$ cat config.mk
export PLATFORM = sky130hd
export DESIGN_NAME = bullet_bill_scheduler
export DESIGN_NICKNAME = d
export VERILOG_FILES = /design/src/rtl/color_crasher_pkg.sv /design/src/rtl/ddaver_cell_decode.sv /design/src/rtl/bullet_bill_scheduler.sv
export SDC_FILE = /design/constraint.sdc
export NUM_CORES = 1
export LEC_CHECK = 0
export ABC_CLOCK_PERIOD_IN_PS = 7400
export CORE_AREA = 2 2 177 179
export CTS_BUF_LIST = sky130_fd_sc_hd__clkbuf_4 sky130_fd_sc_hd__clkbuf_8
export DETAILED_ROUTE_END_ITERATION = 8
export DIE_AREA = 0 0 179 181
export SKIP_CTS_REPAIR_TIMING = 1
export SYNTH_ARGS = -nofsm -noshare
export SYNTH_HDL_FRONTEND = slang
export SYNTH_SLANG_ARGS = --single-unit
$ cat constraint.sdc
create_clock -name clk -period 7.4 [get_ports clk]
set_clock_uncertainty 0.15 [all_clocks]
set_input_delay 1.85 -clock clk [delete_from_list [all_inputs] [get_ports clk]]
set_output_delay 1.85 -clock clk [all_outputs]
set_load 0.05 [all_outputs]
$ cat src/rtl/color_crasher_pkg.sv
// Shared types and constants for the Color Crasher playfield: slot records,
// scheduler states and grid geometry.
package color_crasher_pkg;

    localparam int BSIZE     = 40;
    localparam int GRID_COLS = 16;
    localparam int GRID_ROWS = 12;
    localparam int DD_ROWS   = 5;
    localparam int DD_COLS   = 6;

    typedef logic [11:0] rgb_t;

    typedef struct packed {
        logic       active;
        rgb_t       color;
        logic [3:0] x;
        logic [3:0] y;
    } bullet_slot_t;

    typedef enum logic [1:0] {
        ST_IDLE     = 2'd0,
        ST_STEP     = 2'd1,
        ST_HIT_WAIT = 2'd2
    } sched_state_e;

endpackage

$ cat src/rtl/ddaver_cell_decode.sv
// Maps a playfield cell (row y, column nx) onto the DDAVER grid: ddavers sit
// on odd rows up to 9 and on even columns from 4 upward.
module ddaver_cell_decode
    import color_crasher_pkg::*;
(
    input  logic [3:0]                 y,
    input  logic [3:0]                 nx,
    output logic                       isCell,
    output logic [$clog2(DD_ROWS)-1:0] ddRow,
    output logic [$clog2(DD_COLS)-1:0] ddCol
);

    always_comb begin
        isCell = y[0] && (y <= 4'd9) && !nx[0] && (nx >= 4'd4);
        ddRow  = y[3:1];
        ddCol  = nx[3:1] - 3'd2;
    end

endmodule

$ cat src/rtl/bullet_bill_scheduler.sv
// BulletBill slot owner: allocation on fire, periodic stepping, edge retirement
// and hit reporting. Define BULLET_PIERCE_EN to let mismatched hits pass through.
module bullet_bill_scheduler
    import color_crasher_pkg::*;
#(
    parameter int NUM_BULLETS = 3,
    parameter int MOVE_DIV    = 4,
    parameter int X_MAX       = 15
) (
    input  logic                             clk,
    input  logic                             rst_n,
    input  logic                             frameTick,
    input  logic                             fireReq,
    input  rgb_t                             fireColor,
    input  logic [3:0]                       blockieee,
    input  rgb_t [0:4][0:5]                  ddavers,
    input  logic                             hitReady,
    output logic                             fireAck,
    output logic                             fireDrop,
    output logic                             hitValid,
    output logic [2:0]                       hitRow,
    output logic [2:0]                       hitCol,
    output logic                             hitMatch,
    output rgb_t [0:NUM_BULLETS-1]           bulletBillColor,
    output logic [0:NUM_BULLETS-1][3:0]      bulletBillXLoc,
    output logic [0:NUM_BULLETS-1][3:0]      bulletBillYLoc
);

    localparam logic [1:0] IDLE     = ST_IDLE;
    localparam logic [1:0] STEP     = ST_STEP;
    localparam logic [1:0] HIT_WAIT = ST_HIT_WAIT;
    localparam int CW = (MOVE_DIV > 1) ? $clog2(MOVE_DIV) : 1;
    localparam int IW = (NUM_BULLETS > 1) ? $clog2(NUM_BULLETS) : 1;

    bullet_slot_t [NUM_BULLETS-1:0] slots;
    logic [1:0]    state;
    logic [IW-1:0] idx;
    logic [CW-1:0] frame_cnt;
    logic          step_pending;

    bullet_slot_t  cur;
    logic [3:0]    nx;
    logic          is_cell, wrap, last, retire, hit, have_free;
    logic [2:0]    dd_row, dd_col;
    logic [IW-1:0] free_idx;
    rgb_t          cell_color;

    assign cur  = slots[idx];
    assign nx   = cur.x + 4'd1;
    assign wrap = frameTick && (frame_cnt == CW'(MOVE_DIV - 1));
    assign last = (idx == IW'(NUM_BULLETS - 1));

    ddaver_cell_decode u_decode (
        .y      (cur.y),
        .nx     (nx),
        .isCell (is_cell),
        .ddRow  (dd_row),
        .ddCol  (dd_col)
    );

    always_comb begin
        cell_color = is_cell ? ddavers[dd_row][dd_col] : '0;
        retire     = cur.active && (cur.x == 4'(X_MAX));
        hit        = cur.active && !retire && (cell_color != '0);
        have_free  = 1'b0;
        free_idx   = '0;
        // Scan downward so the lowest free index wins.
        for (int i = NUM_BULLETS - 1; i >= 0; i--) begin
            if (!slots[i].active) begin
                have_free = 1'b1;
                free_idx  = IW'(i);
            end
        end
    end

    always_ff @(posedge clk or negedge rst_n) begin
        if (!rst_n) begin
            slots        <= '0;
            state        <= IDLE;
            idx          <= '0;
            frame_cnt    <= '0;
            step_pending <= 1'b0;
            fireAck      <= 1'b0;
            fireDrop     <= 1'b0;
            hitValid     <= 1'b0;
            hitRow       <= '0;
            hitCol       <= '0;
            hitMatch     <= 1'b0;
        end else begin
            fireAck  <= 1'b0;
            fireDrop <= 1'b0;
            if (frameTick)
                frame_cnt <= wrap ? '0 : frame_cnt + 1'b1;
            // A wrap landing on the STEP-entry cycle stays pending for the next sweep.
            step_pending <= wrap || (step_pending && state != IDLE);

            case (state)
                IDLE: begin
                    if (step_pending) begin
                        state <= STEP;
                        idx   <= '0;
                    end else if (fireReq) begin
                        if (fireColor == '0 || blockieee > 4'd10 || !have_free) begin
                            fireDrop <= 1'b1;
                        end else begin
                            slots[free_idx] <= '{active: 1'b1, color: fireColor,
                                                 x: 4'd2, y: blockieee};
                            fireAck <= 1'b1;
                        end
                    end
                end
                STEP: begin
                    if (hit) begin
                        hitValid <= 1'b1;
                        hitRow   <= dd_row;
                        hitCol   <= dd_col;
                        hitMatch <= (cell_color == cur.color);
                        state    <= HIT_WAIT;
                    end else begin
                        if (retire)
                            slots[idx] <= '0;
                        else if (cur.active)
                            slots[idx].x <= nx;
                        idx <= last ? '0 : idx + 1'b1;
                        if (last) state <= IDLE;
                    end
                end
                HIT_WAIT: begin
                    if (hitValid && hitReady) begin
                        hitValid <= 1'b0;
`ifdef BULLET_PIERCE_EN
                        if (!hitMatch)
                            slots[idx].x <= nx;
                        else
                            slots[idx] <= '0;
`else
                        slots[idx] <= '0;
`endif
                        idx   <= last ? '0 : idx + 1'b1;
                        state <= last ? IDLE : STEP;
                    end
                end
                default: state <= IDLE;
            endcase
        end
    end

    // Retirement clears the whole record, so colour is already 0 when inactive.
    for (genvar i = 0; i < NUM_BULLETS; i++) begin : g_out
        assign bulletBillColor[i] = slots[i].color;
        assign bulletBillXLoc[i]  = slots[i].x;
        assign bulletBillYLoc[i]  = slots[i].y;
    end

endmodule

==> impl_metrics.json <==
{
  "yosysMostFrequentCell": "nand2_1",
  "fin_nets": 1746,
  "antenna_found_initial": 17,
  "h-tree-depth": 3,
  "wl_per_cell_um": 26.3,
  "ys_ff_latch": 80,
  "grt-ovfl-total": 0,
  "areaGrowthSynthToFinish_pct": 56.0,
  "synth_cell_types": 81,
  "status": "completed",
  "root_buffer": "clkbuf_8",
  "p_leak_nw": 4.78,
  "drive_gt1_frac": 0.0741,
  "clkLatencyLatePin_ps": 370,
  "synthesis.area_um2": 8200,
  "dp_hpwl_mm": 37.4,
  "power_density_nw_per_um2": 84.0,
  "core_um2": 30300,
  "numCtsBuffers": 9,
  "grt_pass1_wl_mm": 64.7,
  "worst_slew_pin_slew_ps": 1130,
  "fp.dieH_um": 181,
  "clock_path_buffers": 2,
  "yosys-top-cells-area": "dfrtp_1 (24%), mux2i_1 (9.3%), nand2_1 (7.9%)",
  "ioPinCount": 451,
  "firstDrtPassIters": 5,
  "critPathLaunchType": "flop",
  "p_total_w": 0.00107,
  "r2r-start": "idx[1]",
  "rows": 64,
  "gp_congestion": 0.903,
  "post-route-period-util": 0.872,
  "io_buffer_count": 450,
  "synth_top_area_share": 0.244,
  "max_freq_mhz": 155,
  "crit_fanout": 32,
  "rsz0062_at_grt": "false",
  "start_util": 0.270,
  "num_vias": 9697,
  "gr-usage-met1": 0.354,
  "tns_ps": 0,
  "cts_tree": "yes",
  "setup_viol_count_final": 0,
  "top_usage_layer": "met2",
  "crit_type": "reg -> reg",
  "ys_seq_area_frac": 0.244,
  "slew_viol_final": 0,
  "synth_fp_nets": 1404,
  "synth_flop_cell": "dfrtp_1",
  "avgViaCountPerCell": 5.47,
  "postRouteAntennaNets": 0,
  "min_from": "frame_cnt[1]",
  "cp.arrival_ps": 6600,
  "holdPathEnd": "frame_cnt[1]",
  "gr-usage-met3": 0.0530,
  "synth_edf_count": 0,
  "postSynthCellCount": 1016,
  "grt_usage": 0.273,
  "die_x_um": 179,
  "synth_top_area_cell": "dfrtp_1",
  "nFillCells": 3088,
  "synth_commonest_cells": "nand2_1 (173), dfrtp_1 (80), mux2i_1 (76), buf_4 (68), o21ai_0 (52)",
  "grtUsageMet2": 0.457,
  "synthArstFlopShare": 1.00,
  "endpoint_kind": "flop",
  "die_area_um2": 32400,
  "route.detailed.drc": 0,
  "fin_crit_ps": 6450,
  "min_path_cells": 1,
  "drtIter0Drc": 806,
  "worstRegToRegCells": 15,
  "path_clk_slew_ps": 100,
  "slew_headroom": 0.242,
  "syn_area_per_cell_um2": 8.07,
  "cap_violations": 0,
  "fin_hold_ws_ps": 371,
  "grt_pass1_vias": 9552,
  "hold_path_class": "reg -> reg",
  "clock-sinks": 80,
  "cp.required_ps": 7540,
  "grt_max_degree": 126,
  "drt-total-wl_mm": 46.7,
  "vdd_ir_drop_max_v": 0.0000839,
  "hold_viol": 0,
  "yosysWarningCount": 0,
  "r2r_slack_ps": 950
}
-- stage by stage --
step	instance area, um^2	utilization	cells	setup slack (ps)
3_3_place_gp	12600	0.414	1743	1270
6_report	12800	0.422	1772	947
4_1_cts	12800	0.420	1759	1050
3_5_place_dp	12600	0.414	1743	1100
2_1_floorplan	8200	-	1016	1670
5_1_grt	12800	0.421	1770	546
-- worst max-delay path by stage --
stage                start    to  cells after the start
detailed placement  idx[1]  flop                     15
floorplan           idx[1]  flop                     22
global route        idx[1]  flop                     15
global placement    idx[0]  flop                     14
CTS                 idx[1]  flop                     15
finish              idx[1]  flop                     15
-- layout make-up --
| cell class | count | area, um^2 | area share |
|---|---|---|---|
| antenna | 13 | 32.5 | 0.00254 |
| clock buffer | 9 | 124 | 0.00968 |
| clock inverter | 7 | 76.3 | 0.00597 |
| inverter | 16 | 60.1 | 0.00469 |
| multi-input combinational | 777 | 5310 | 0.415 |
| sequential | 80 | 2000 | 0.157 |
| tap | 396 | 495 | 0.0387 |
| timing repair buffer | 474 | 4690 | 0.367 |
-- cells by family (layout without fill, tap and decap cells) --
family,count (synthesis),after routing,synth area share
buffers and inverters,159,506,0.113
xor gates and xnor gates,14,14,0.0159
DFF,80,80,0.244
muxes,116,116,0.156
AOI/OAI and AO/OA,326,326,0.286
adders and majority gates,7,7,0.0107
and+or+nand+nor,314,314,0.173
other,0,13,0
-- cell usage in the layout, fill, tap and decap left out, types with 10 or more instances in the layout --
cell,count
o21ai_0,52
o2bb2ai_1,10
inv_1,13
nand3_1,40
xnor2_1,12
a211oi_1,16
buf_4,24
diode_2,13
mux2i_1,76
o211ai_1,18
clkdlybuf4s50_1,449
nand2_1,173
a31oi_1,29
o22ai_1,12
mux2_2,32
a22o_1,50
dfrtp_1,79
nor2_1,35
nand4_1,10
a221oi_1,13
a21oi_1,48
-- power by group --
part | internal (W) | total (W) | switching (W)
sequential | 0.000443 | 0.000446 | 0.00000347
clock | 0.000159 | 0.000338 | 0.000179
combinational | 0.000208 | 0.000290 | 0.0000822
-- critical path, cell delays in order, from the launching register on --
cell      delay [ps]
dfrtp_2          600
nor2b_1          220
buf_4            220
nand2_1           80
o21ai_0          170
ha_4             650
inv_1            220
nor2_1           900
a31oi_1          260
a32oi_1          270
a221oi_1         120
a2111o_1         380
or4_1            710
a21oi_4          510
and2_1           640
a22o_1           220
-- per-layer routing --
| layer | vias up | wire length (um) |
|---|---|---|
| li1 | 4453 | - |
| met1 | 4708 | 18900 |
| met2 | 485 | 22800 |
| met3 | 45 | 4090 |
| met4 | 6 | 832 |
| met5 | - | 34 |
Note: power is estimated with default switching activity, not from simulation.
